--- config.mk ---
export PLATFORM = sky130hd
export DESIGN_NAME = parity_frame_tx
export DESIGN_NICKNAME = d
export VERILOG_FILES = /design/src/rtl/parity_pkg.sv /design/src/rtl/parity_calc.sv /design/src/rtl/parity_frame_tx.sv
export SDC_FILE = /design/constraint.sdc
export NUM_CORES = 1
export LEC_CHECK = 0
export ABC_CLOCK_PERIOD_IN_PS = 3000
export BUFFER_PORTS_ARGS = -buffer_cell sky130_fd_sc_hd__buf_2
export CORE_UTILIZATION = 55
export DETAILED_ROUTE_END_ITERATION = 8
export HOLD_SLACK_MARGIN = 0.08
export PLACE_DENSITY = 0.77
export SYNTH_ARGS = -nofsm -noshare
export SYNTH_HDL_FRONTEND = slang
export SYNTH_SLANG_ARGS = --single-unit
export TNS_END_PERCENT = 1
--- constraint.sdc ---
create_clock -name clk -period 3 [get_ports clk]
set_input_delay 0.15 -clock clk [delete_from_list [all_inputs] [get_ports clk]]
set_output_delay 0.15 -clock clk [all_outputs]
set_load 0.01 [all_outputs]
--- src/rtl/parity_pkg.sv ---
// Shared types and constants for the parity frame transmitter.
// Optional feature: define PARITY_TX_TWO_STOP_EN to send two stop bits per
// frame instead of one.
package parity_pkg;

   // Default data word width in bits.
   localparam int DATA_W_DEFAULT = 8;

   // Number of stop bits per frame.
`ifdef PARITY_TX_TWO_STOP_EN
   localparam int STOP_BITS = 2;
`else
   localparam int STOP_BITS = 1;
`endif

   // Frame sequencer states.
   typedef enum logic [2:0] {
      ST_IDLE   = 3'd0,
      ST_START  = 3'd1,
      ST_DATA   = 3'd2,
      ST_PARITY = 3'd3,
      ST_STOP   = 3'd4
   } state_e;

   // Cycles from the first start-bit cycle to the last stop-bit cycle:
   // start bit, data bits, parity bit and stop bit(s), each clks_per_bit long.
   function automatic int frame_cycles(input int data_w, input int clks_per_bit);
      return (data_w + 2 + STOP_BITS) * clks_per_bit;
   endfunction

endpackage

--- src/rtl/parity_calc.sv ---
// Combinational parity generator: XOR reduction of the data word with an
// odd/even select. Even parity makes the total count of ones (data plus
// parity bit) even; odd parity makes it odd.
module parity_calc #(
   parameter int W = 8
) (
   input  logic [W-1:0] data_i,
   input  logic         odd_i,
   output logic         par_o
);

   // Even parity is the plain XOR reduction; odd parity is its complement.
   assign par_o = (^data_i) ^ odd_i;

endmodule

--- src/rtl/parity_frame_tx.sv ---
// Serial frame transmitter for the parity stage. Accepts a word over a
// valid/ready handshake and shifts out: start bit (0), data LSB-first,
// parity bit, stop bit(s) (1). Each bit lasts CLKS_PER_BIT clocks.
// Optional feature: define PARITY_TX_TWO_STOP_EN for two stop bits.
module parity_frame_tx
   import parity_pkg::*;
#(
   parameter int DATA_W       = DATA_W_DEFAULT,
   parameter int CLKS_PER_BIT = 4
) (
   input  logic              clk,
   input  logic              rst,
   input  logic              in_valid,
   output logic              in_ready,
   input  logic [DATA_W-1:0] in_data,
   input  logic              in_odd,
   output logic              tx_out,
   output logic              busy,
   output logic              frame_done
);

   localparam int BAUD_W = (CLKS_PER_BIT > 1) ? $clog2(CLKS_PER_BIT) : 1;
   localparam int BIT_W  = (DATA_W > 1) ? $clog2(DATA_W) : 1;

   localparam logic [BAUD_W-1:0] BAUD_LAST = BAUD_W'(CLKS_PER_BIT - 1);
   localparam logic [BIT_W-1:0]  BIT_LAST  = BIT_W'(DATA_W - 1);
   // Index of the final stop bit (0 with one stop bit, 1 with two).
   localparam logic              STOP_LAST = (STOP_BITS > 1) ? 1'b1 : 1'b0;

   state_e              state_q, state_d;
   logic [BAUD_W-1:0]   baud_q, baud_d;
   logic [BIT_W-1:0]    bit_q, bit_d;
   logic                stop_q, stop_d;
   logic [DATA_W-1:0]   shift_q, shift_d;
   logic                par_q, par_d;
   logic                tx_q, tx_d;
   logic                ready_q, ready_d;
   logic                busy_q, busy_d;
   logic                done_q, done_d;

   logic                par_w;
   logic                bit_end;

   parity_calc #(
      .W (DATA_W)
   ) u_parity_calc (
      .data_i (in_data),
      .odd_i  (in_odd),
      .par_o  (par_w)
   );

   // Bit-period boundary: last cycle of the current serial bit.
   assign bit_end = (baud_q == BAUD_LAST);

   // Next-state logic for the sequencer, counters and shift register.
   always_comb begin
      // NOTE: every signal gets a default before the case so no path leaves
      // it unassigned; otherwise synthesis would infer a latch.
      state_d = state_q;
      baud_d  = baud_q;
      bit_d   = bit_q;
      stop_d  = stop_q;
      shift_d = shift_q;
      par_d   = par_q;

      // The baud counter runs in every non-idle state and wraps at the end
      // of each bit; every state change happens on that wrap, so the
      // counter is always 0 on entry to a new state.
      if (state_q != ST_IDLE) begin
         baud_d = bit_end ? '0 : baud_q + 1'b1;
      end

      case (state_q)
         ST_IDLE: begin
            if (in_valid) begin
               state_d = ST_START;
               shift_d = in_data;
               par_d   = par_w;
               baud_d  = '0;
               bit_d   = '0;
               stop_d  = 1'b0;
            end
         end
         ST_START: begin
            if (bit_end) begin
               state_d = ST_DATA;
            end
         end
         ST_DATA: begin
            if (bit_end) begin
               if (bit_q == BIT_LAST) begin
                  state_d = ST_PARITY;
               end else begin
                  bit_d   = bit_q + 1'b1;
                  shift_d = shift_q >> 1;
               end
            end
         end
         ST_PARITY: begin
            if (bit_end) begin
               state_d = ST_STOP;
            end
         end
         ST_STOP: begin
            if (bit_end) begin
               if (stop_q == STOP_LAST) begin
                  state_d = ST_IDLE;
               end else begin
                  stop_d = 1'b1;
               end
            end
         end
         default: begin
            state_d = ST_IDLE;
         end
      endcase
   end

   // Output values for the next cycle, derived from the next state so that
   // every output comes straight from a flop.
   always_comb begin
      case (state_d)
         ST_START:  tx_d = 1'b0;
         ST_DATA:   tx_d = shift_d[0];
         ST_PARITY: tx_d = par_d;
         default:   tx_d = 1'b1;
      endcase
      ready_d = (state_d == ST_IDLE);
      busy_d  = (state_d != ST_IDLE);
      done_d  = (state_d == ST_STOP) && (baud_d == BAUD_LAST) && (stop_d == STOP_LAST);
   end

   // Control registers: sequencer, counters and registered outputs.
   always_ff @(posedge clk) begin
      // NOTE: sequential state uses non-blocking assignments so all flops
      // update together from values sampled at the same edge.
      if (rst) begin
         state_q <= ST_IDLE;
         baud_q  <= '0;
         bit_q   <= '0;
         stop_q  <= 1'b0;
         tx_q    <= 1'b1;
         ready_q <= 1'b1;
         busy_q  <= 1'b0;
         done_q  <= 1'b0;
      end else begin
         state_q <= state_d;
         baud_q  <= baud_d;
         bit_q   <= bit_d;
         stop_q  <= stop_d;
         tx_q    <= tx_d;
         ready_q <= ready_d;
         busy_q  <= busy_d;
         done_q  <= done_d;
      end
   end

   // Datapath registers: captured word and its parity bit.
   always_ff @(posedge clk) begin
      // NOTE: no reset here on purpose; both are loaded on every accept
      // before they can reach tx_out, and the IDLE line value ignores them.
      shift_q <= shift_d;
      par_q   <= par_d;
   end

   assign tx_out     = tx_q;
   assign in_ready   = ready_q;
   assign busy       = busy_q;
   assign frame_done = done_q;

endmodule
==> run_summary.xml, run 1 <==
<?xml version="1.0" encoding="UTF-8"?>
<metrics>
  <group name="route">
    <metric name="detail_route.drc_violations" unit="">0</metric>
    <metric name="drt_iter0_markers" unit="">28</metric>
    <metric name="postRouteWirelength" unit="mm">1.91</metric>
    <metric name="drt_pass1_iterations" unit="">4</metric>
    <metric name="detail-route-antenna-nets" unit="">0</metric>
    <metric name="routed_wire_length_per_instance" unit="um">14.3</metric>
    <metric name="number_of_vias_after_detailed_routing" unit="">752</metric>
    <metric name="post_drt_via_cell_ratio" unit="">5.65</metric>
  </group>
  <group name="floorplan">
    <metric name="die_y" unit="um">45.9</metric>
    <metric name="floorplan.die_area" unit="um^2">2100</metric>
    <metric name="die-width" unit="um">45.9</metric>
    <metric name="fp.coreArea" unit="um^2">1760</metric>
    <metric name="i_o_pin_count" unit="">16</metric>
    <metric name="std_cell_rows" unit="">15</metric>
    <metric name="start_util" unit="%">60.0</metric>
  </group>
  <group name="cts">
    <metric name="clk_root_buffer_cell" unit="">sky130_fd_sc_hd__clkbuf_4</metric>
    <metric name="clk_path_buf_depth" unit="">2</metric>
    <metric name="clk_sink_count" unit="">22</metric>
    <metric name="clkTransAtPathRegs" unit="ps">120</metric>
    <metric name="cts_tree" unit="">yes</metric>
    <metric name="cts-buffers-inserted" unit="">3</metric>
    <metric name="insertion_delay" unit="ps">310</metric>
    <metric name="cts.repair.resized" unit="">0</metric>
    <metric name="cts_htree_levels" unit="">1</metric>
    <metric name="postCtsHoldBufs" unit="">0</metric>
    <metric name="post_cts_buffers" unit="">0</metric>
  </group>
  <group name="power">
    <metric name="clock_power_share" unit="%">28.1</metric>
    <metric name="power.share.sequential" unit="%">58.4</metric>
    <metric name="power.share.switching" unit="%">23.3</metric>
    <metric name="power_report.internal_total" unit="uW">441</metric>
    <metric name="power_density" unit="nW/um^2">489</metric>
    <metric name="vdd_drop_max" unit="mV">0.353</metric>
    <metric name="cellLeakagePower" unit="nW">0.483</metric>
    <metric name="power_frac_comb" unit="%">13.5</metric>
    <metric name="switching_power" unit="uW">134</metric>
  </group>
  <group name="critical_path">
    <metric name="critical_path.top_delay_family" unit="">compound AO/OA/AOI/OAI gates</metric>
    <metric name="worstSetupStartpointType" unit="">flop</metric>
    <metric name="critical_path.endpoint_type" unit="">flop</metric>
    <metric name="peak_per_stage_delay_on_the_critical_path" unit="ps">400</metric>
    <metric name="critical_path_depth" unit="">5</metric>
    <metric name="critical_path.cell_chain" unit="">ha_1 -&gt; ha_1 -&gt; and3b_1 -&gt; o21ai_0 -&gt; inv_1</metric>
    <metric name="path_class" unit="">reg -&gt; reg</metric>
    <metric name="worstSetupStartpoint" unit="">bit_q[0]</metric>
    <metric name="timing.reg2reg.worst_path_depth" unit="">5</metric>
    <metric name="timing.rr.start" unit="">bit_q[0]</metric>
    <metric name="sum_of_buffers_and_inverters_on_the_critical_path" unit="">1</metric>
    <metric name="worst_setup_path_endpoint" unit="">shift_q[3]</metric>
    <metric name="setup.reg_to_reg.worst_slack" unit="ps">1140</metric>
    <metric name="critical_path.slowest_cell" unit="">sky130_fd_sc_hd__o21ai_0</metric>
    <metric name="critPathMostFrequentCell" unit="">sky130_fd_sc_hd__ha_1</metric>
    <metric name="r2r-end" unit="">shift_q[3]</metric>
    <metric name="crit_arrival" unit="ps">1890</metric>
    <metric name="critical_path.max_fanout" unit="">7</metric>
    <metric name="critPathRequiredTime" unit="ps">3030</metric>
  </group>
  <group name="synth">
    <metric name="synthesis.area" unit="um^2">1060</metric>
    <metric name="synth_nets" unit="">108</metric>
    <metric name="number_of_register_bits_inferred_by_synthesis" unit="">22</metric>
    <metric name="synth_sequential_area_ratio" unit="%">48.2</metric>
    <metric name="synth_cell_types" unit="">38</metric>
    <metric name="post_synth_inst_count" unit="">93</metric>
    <metric name="yosysWarnings" unit="">0</metric>
    <metric name="syn_avg_cell_area" unit="um^2">11.4</metric>
  </group>
  <group name="finish">
    <metric name="num_antenna_cells" unit="">0</metric>
    <metric name="ff_latch_area" unit="um^2">510</metric>
    <metric name="drive_gt1_share" unit="%">24.1</metric>
    <metric name="finalNetCount" unit="">124</metric>
    <metric name="fill_cells" unit="">144</metric>
    <metric name="layout_common_cells" unit="">sky130_fd_sc_hd__dfxtp_1, sky130_fd_sc_hd__buf_2, sky130_fd_sc_hd__nor2_1, sky130_fd_sc_hd__edfxtp_1</metric>
    <metric name="final_util" unit="%">66.7</metric>
    <metric name="syn_to_final_growth" unit="%">11.1</metric>
    <metric name="multi_input_comb_area" unit="um^2">515</metric>
  </group>
  <group name="timing">
    <metric name="hold_violations" unit="">0</metric>
    <metric name="tightestPinTransition" unit="ps">566</metric>
    <metric name="fmax" unit="GHz">0.538</metric>
    <metric name="setup-violations-final" unit="">0</metric>
    <metric name="timing.final.crit_period" unit="ps">1860</metric>
    <metric name="fin_hold_ws" unit="ps">106</metric>
    <metric name="unrepaired_setup_endpoints_after_global_routing" unit="">no</metric>
    <metric name="timing.max_slew.rel_slack" unit="%">62.1</metric>
    <metric name="tcrit_tclk_final" unit="%">61.9</metric>
    <metric name="timing.setup.tns" unit="ps">0</metric>
    <metric name="timing.clock.skew" unit="ps">2.37</metric>
    <metric name="postLayoutSetupSlackWorst" unit="ps">1140</metric>
    <metric name="report.final.slew_viol_count" unit="">0</metric>
  </group>
  <group name="grt">
    <metric name="pin_count_of_the_biggest_net_entering_global_routing" unit="">14</metric>
    <metric name="grt_pass1_wl" unit="mm">3.01</metric>
    <metric name="groute.usage.overall" unit="%">20.8</metric>
    <metric name="grt_overflow" unit="">0</metric>
    <metric name="grt_antenna_before_repair" unit="">0</metric>
    <metric name="grt_pass1_vias" unit="">666</metric>
  </group>
  <group name="worst_hold_path">
    <metric name="hold_path_class" unit="">in -&gt; reg</metric>
  </group>
  <group name="placement">
    <metric name="port-buffer-count" unit="">15</metric>
    <metric name="gp_congestion" unit="">0.868</metric>
    <metric name="placement_stage_worst_setup_slack" unit="ps">1240</metric>
    <metric name="dp_hpwl" unit="mm">1.41</metric>
  </group>
  <group name="outcome">
    <metric name="outcome" unit="">completed</metric>
  </group>
  <group name="run">
    <metric name="maxCapViolCount" unit="">0</metric>
  </group>
</metrics>
-- cell type report --
cell class              instances  area share (%)
clock buffers                   4            3.09
inverters                       2           0.638
multi-input cells              65            43.8
flip-flops and latches         22            43.4
well taps                      25            2.66
repair buffers                 15            6.38
-- worst reg2reg max path, cell delays in order, from the launching register on --
cell	delay (ps)
sky130_fd_sc_hd__dfxtp_1	380
sky130_fd_sc_hd__ha_1	160
sky130_fd_sc_hd__ha_1	150
sky130_fd_sc_hd__and3b_1	220
sky130_fd_sc_hd__o21ai_0	400
sky130_fd_sc_hd__inv_1	260
-- state kept, by name, indices dropped and copies added (netlist names) --
name / cells
tx_out: 1
frame_done: 1
in_ready: 1
shift_q: 8
stop_q: 1
baud_q: 2
state_q: 3
bit_q: 3
busy: 1
par_q: 1
-- power groups by stage --
stage / clock [mW] / sequential [mW] / combinational (mW)
after global routing: 0.176 / 0.338 / 0.0864
after CTS: 0.164 / 0.336 / 0.0774
after detailed placement: 0 / 0.343 / 0.0771
after global placement: 0 / 0.342 / 0.0754
final: 0.161 / 0.336 / 0.0774
after floorplan: 0 / 0.340 / 0.0566
-- stage by stage --
stage          instances  instance area [um^2]  power [mW]
2_1_floorplan         93                  1060       0.397
3_3_place_gp         129                  1140       0.418
3_5_place_dp         129                  1140       0.420
4_1_cts              133                  1180       0.578
5_1_grt              133                  1180       0.600
6_report             133                  1180       0.575
-- synth_stat cells (all sizes together) --
library cell / number / area share [%]
dfxtp: 15 / 28
edfxtp: 7 / 20
nor2: 7 / 2.5
a22o: 6 / 5.0
xnor2: 6 / 5.0
a21oi: 4 / 1.9
nand2: 4 / 1.4
buf: 3 / 2.0
ha: 3 / 3.5
nand4: 3 / 1.8
a31oi: 2 / 1.2
and3b: 2 / 1.7
inv: 2 / 0.71
mux2i: 2 / 1.9
nand3b: 2 / 1.4
nor2b: 2 / 1.2
nor3: 2 / 1.4
nor4b: 2 / 3.1
o21ai: 2 / 0.95
o21bai: 2 / 1.4
a21boi: 1 / 0.71
a21o: 1 / 0.71
a32oi: 1 / 0.83
and2: 1 / 0.59
and3: 1 / 0.59
and4b: 1 / 1.1
clkbuf: 1 / 0.35
nand2b: 1 / 0.59
nor3b: 1 / 0.71
o21ba: 1 / 0.95
o311ai: 1 / 1.5
o31ai: 1 / 1.2
or3: 1 / 0.59
or4b: 1 / 1.3
xnor3: 1 / 2.1
-- cell families (layout without fill, tap and decap cells) --
| logic type | after synthesis | in the layout | synth area share, % |
|---|---|---|---|
| compound gates | 22 | 22 | 16.3 |
| xor+xnor | 7 | 7 | 7.09 |
| fa+ha+maj | 3 | 3 | 3.55 |
| buf+inv | 6 | 21 | 3.07 |
| flops | 22 | 22 | 48.2 |
| mux | 2 | 2 | 1.89 |
| simple gates | 31 | 31 | 19.9 |
-- metal layers --
layer  GRT usage (%)  wire length [um]  vias to the layer above
met5               0                 0                        -
met4            8.82                34                        0
met3            3.57                48                        5
met2            30.4               859                       14
met1            29.9               965                      354
li1                -                 -                      379
-- how the worst min path moves through the flow --
stage | from | end | slack [ps] | cells past startpoint
after global routing | in_data[0] | shift_q[0] | 120 | 3
after floorplan | rst | baud_q[0] | 230 | 1
after CTS | in_data[0] | shift_q[0] | 100 | 3
final | in_data[0] | shift_q[0] | 110 | 3
after detailed placement | in_data[0] | shift_q[0] | 420 | 3
after global placement | in_data[0] | shift_q[0] | 430 | 3
(Power assumes the default switching activity.)
==> run 2, diff against run 1 <==
- ABC_CLOCK_PERIOD_IN_PS: 3000 -> 1920
- CORE_UTILIZATION: 55 -> 54
- PLACE_DENSITY: 0.77 -> 0.76
- clock period: 3 -> 1.92 ns (I/O delays scaled with it)
==> run 2 against run 1 <==
Net effect: first-iteration DRC count shrank 79%; clock power grew 53%; die area is 1.8% higher; maximum frequency increased by 10%; clock skew up 3.4 ps; flip-flop and latch count unchanged; clock-buffer cell count unchanged; critical path depth did not move; setup slack lost 910 ps; routed wire length decreased by 5.4%.
==> run_summary.xml, run 2 (synthesis gave the netlist of run 1 again) <==
<?xml version="1.0" encoding="UTF-8"?>
<metrics>
  <group name="outcome">
    <metric name="outcome" unit="">completed</metric>
  </group>
  <group name="critical_path">
    <metric name="critPathMostFrequentCell" unit="">sky130_fd_sc_hd__ha_1</metric>
    <metric name="critPathRequiredTime" unit="ps">1910</metric>
    <metric name="critical_path.slowest_cell" unit="">sky130_fd_sc_hd__dfxtp_1</metric>
    <metric name="peak_per_stage_delay_on_the_critical_path" unit="ps">340</metric>
    <metric name="crit_arrival" unit="ps">1680</metric>
    <metric name="worstSetupStartpointType" unit="">flop</metric>
    <metric name="critical_path.top_delay_family" unit="">adder cells</metric>
    <metric name="critical_path.endpoint_type" unit="">flop</metric>
    <metric name="critical_path.max_fanout" unit="">7</metric>
    <metric name="path_class" unit="">reg -&gt; reg</metric>
    <metric name="critical_path.cell_chain" unit="">ha_1 -&gt; ha_1 -&gt; and3b_1 -&gt; o21ai_1 -&gt; inv_1</metric>
    <metric name="sum_of_buffers_and_inverters_on_the_critical_path" unit="">1</metric>
  </group>
  <group name="timing">
    <metric name="timing.final.crit_period" unit="ps">1680</metric>
    <metric name="unrepaired_setup_endpoints_after_global_routing" unit="">no</metric>
    <metric name="fmax" unit="GHz">0.594</metric>
    <metric name="fin_hold_ws" unit="ps">97.5</metric>
    <metric name="report.final.slew_viol_count" unit="">0</metric>
    <metric name="postLayoutSetupSlackWorst" unit="ps">236</metric>
    <metric name="tcrit_tclk_final" unit="%">87.7</metric>
    <metric name="hold_violations" unit="">0</metric>
    <metric name="tightestPinTransition" unit="ps">521</metric>
    <metric name="timing.clock.skew" unit="ps">5.82</metric>
    <metric name="setup-violations-final" unit="">0</metric>
    <metric name="timing.max_slew.rel_slack" unit="%">65.1</metric>
    <metric name="timing.setup.tns" unit="ps">0</metric>
  </group>
  <group name="grt">
    <metric name="grt_overflow" unit="">0</metric>
    <metric name="groute.usage.overall" unit="%">19.3</metric>
    <metric name="grt_pass1_vias" unit="">699</metric>
    <metric name="pin_count_of_the_biggest_net_entering_global_routing" unit="">14</metric>
    <metric name="grt_pass1_wl" unit="mm">2.93</metric>
    <metric name="grt_antenna_before_repair" unit="">0</metric>
  </group>
  <group name="finish">
    <metric name="layout_common_cells" unit="">sky130_fd_sc_hd__dfxtp_1, sky130_fd_sc_hd__buf_2, sky130_fd_sc_hd__nor2_1, sky130_fd_sc_hd__edfxtp_1</metric>
    <metric name="biggestRegsByFlops" unit="">shift_q: 8 flops, bit_q: 3 flops, state_q: 3 flops</metric>
    <metric name="syn_to_final_growth" unit="%">12.1</metric>
    <metric name="largest_register" unit="">shift_q</metric>
    <metric name="final_util" unit="%">66.5</metric>
    <metric name="drive_gt1_share" unit="%">23.9</metric>
    <metric name="num_antenna_cells" unit="">0</metric>
    <metric name="largest_reg_flops" unit="">8</metric>
    <metric name="finalNetCount" unit="">125</metric>
  </group>
  <group name="route">
    <metric name="detail_route.drc_violations" unit="">0</metric>
    <metric name="postRouteWirelength" unit="mm">1.80</metric>
    <metric name="drt_pass1_iterations" unit="">4</metric>
    <metric name="detail-route-antenna-nets" unit="">0</metric>
    <metric name="drt_iter0_markers" unit="">6</metric>
    <metric name="highest-signal-layer" unit="">met4</metric>
    <metric name="post_drt_via_cell_ratio" unit="">5.60</metric>
    <metric name="routed_wire_length_per_instance" unit="um">13.5</metric>
    <metric name="number_of_vias_after_detailed_routing" unit="">750</metric>
    <metric name="met3_wirelength" unit="um">78</metric>
    <metric name="sum_of_met2_wire_segment_lengths_after_detailed_routing" unit="um">892</metric>
    <metric name="wl_met1" unit="um">819</metric>
  </group>
  <group name="power">
    <metric name="power_frac_comb" unit="%">13.5</metric>
    <metric name="cellLeakagePower" unit="nW">0.488</metric>
    <metric name="post-layout-total-power" unit="uW">891</metric>
    <metric name="power.share.sequential" unit="%">58.9</metric>
    <metric name="vdd_drop_max" unit="mV">0.473</metric>
    <metric name="power_report.internal_total" unit="uW">690</metric>
    <metric name="power_density" unit="nW/um^2">752</metric>
    <metric name="power.share.switching" unit="%">22.6</metric>
    <metric name="switching_power" unit="uW">201</metric>
    <metric name="clock_power_share" unit="%">27.6</metric>
  </group>
  <group name="floorplan">
    <metric name="fp.coreArea" unit="um^2">1780</metric>
    <metric name="die-width" unit="um">46.3</metric>
    <metric name="die_y" unit="um">46.3</metric>
    <metric name="floorplan.die_area" unit="um^2">2140</metric>
    <metric name="std_cell_rows" unit="">15</metric>
    <metric name="start_util" unit="%">59.4</metric>
    <metric name="i_o_pin_count" unit="">16</metric>
  </group>
  <group name="worst_hold_path">
    <metric name="hold_path_class" unit="">in -&gt; reg</metric>
  </group>
  <group name="cts">
    <metric name="cts_tree" unit="">yes</metric>
    <metric name="cts-buffers-inserted" unit="">3</metric>
    <metric name="clk_path_buf_depth" unit="">2</metric>
    <metric name="post_cts_buffers" unit="">0</metric>
    <metric name="clkTransAtPathRegs" unit="ps">120</metric>
    <metric name="insertion_delay" unit="ps">290</metric>
    <metric name="clk_sink_count" unit="">22</metric>
    <metric name="clk_root_buffer_cell" unit="">sky130_fd_sc_hd__clkbuf_4</metric>
    <metric name="cts_htree_levels" unit="">1</metric>
  </group>
  <group name="run">
    <metric name="maxCapViolCount" unit="">0</metric>
  </group>
  <group name="placement">
    <metric name="gp_congestion" unit="">0.754</metric>
    <metric name="placement_stage_worst_setup_slack" unit="ps">133</metric>
    <metric name="port-buffer-count" unit="">15</metric>
    <metric name="dp_hpwl" unit="mm">1.31</metric>
  </group>
</metrics>
==> run 2: cell types whose count changed in the layout (fill, tap and decap cells not counted) <==
cell and delta:
sky130_fd_sc_hd__o21ai_0 -1, sky130_fd_sc_hd__dlygate4sd3_1 +1, sky130_fd_sc_hd__o21ai_1 +1
==> run 2: routing by layer <==
metal	global-route usage, %	vias up
li1	-	376
met1	24.1	351
met2	31.5	21
met3	5.10	2
met4	7.65	0
met5	0	-
==> run 2: power by group through the flow <==
stage | Clock, mW | Sequential [mW] | Combinational (mW)
2_1_floorplan | 0 | 0.531 | 0.0884
3_3_place_gp | 0 | 0.535 | 0.117
3_5_place_dp | 0 | 0.536 | 0.119
4_1_cts | 0.251 | 0.526 | 0.121
5_1_grt | 0.271 | 0.529 | 0.133
6_report | 0.246 | 0.525 | 0.120
==> run 2: path summary, 6_finish.rpt <==
kind,startpoint,to,slack [ps],cells after the start
hold / removal,rst,bit_q[2],100,2
setup / recovery,bit_q[0],shift_q[4],240,5
setup reg to reg,bit_q[0],shift_q[4],240,5
hold reg to reg,stop_q,frame_done,450,1
==> run 2: area by class of cell <==
cell class / count / area [um^2]
clock buffers: 4 / 36.3
fillers: 153 / 597
inverters: 2 / 7.51
multi-input cells: 65 / 515
flip-flops and latches: 22 / 510
well taps: 25 / 31.3
repair buffers: 16 / 85.1
==> run 2: per-stage QoR <==
| step | instance area [um^2] | cells |
|---|---|---|
| final | 1190 | 134 |
| after global routing | 1190 | 134 |
| after CTS | 1190 | 134 |
| after detailed placement | 1140 | 129 |
| after global placement | 1140 | 129 |
| after floorplan | 1060 | 93 |
==> run 2: timing repair <==
item	in CTS	in global routing
endpoints found under the setup margin	0	7
gates resized for setup	0	1
hold endpoints to repair	1	0
hold buffers	1	0
==> run 2: worst register-to-register path, cell delays in order, from the launching register on <==
cell	delay, ps
sky130_fd_sc_hd__dfxtp_1	340
sky130_fd_sc_hd__ha_1	190
sky130_fd_sc_hd__ha_1	190
sky130_fd_sc_hd__and3b_1	270
sky130_fd_sc_hd__o21ai_1	130
sky130_fd_sc_hd__inv_1	240
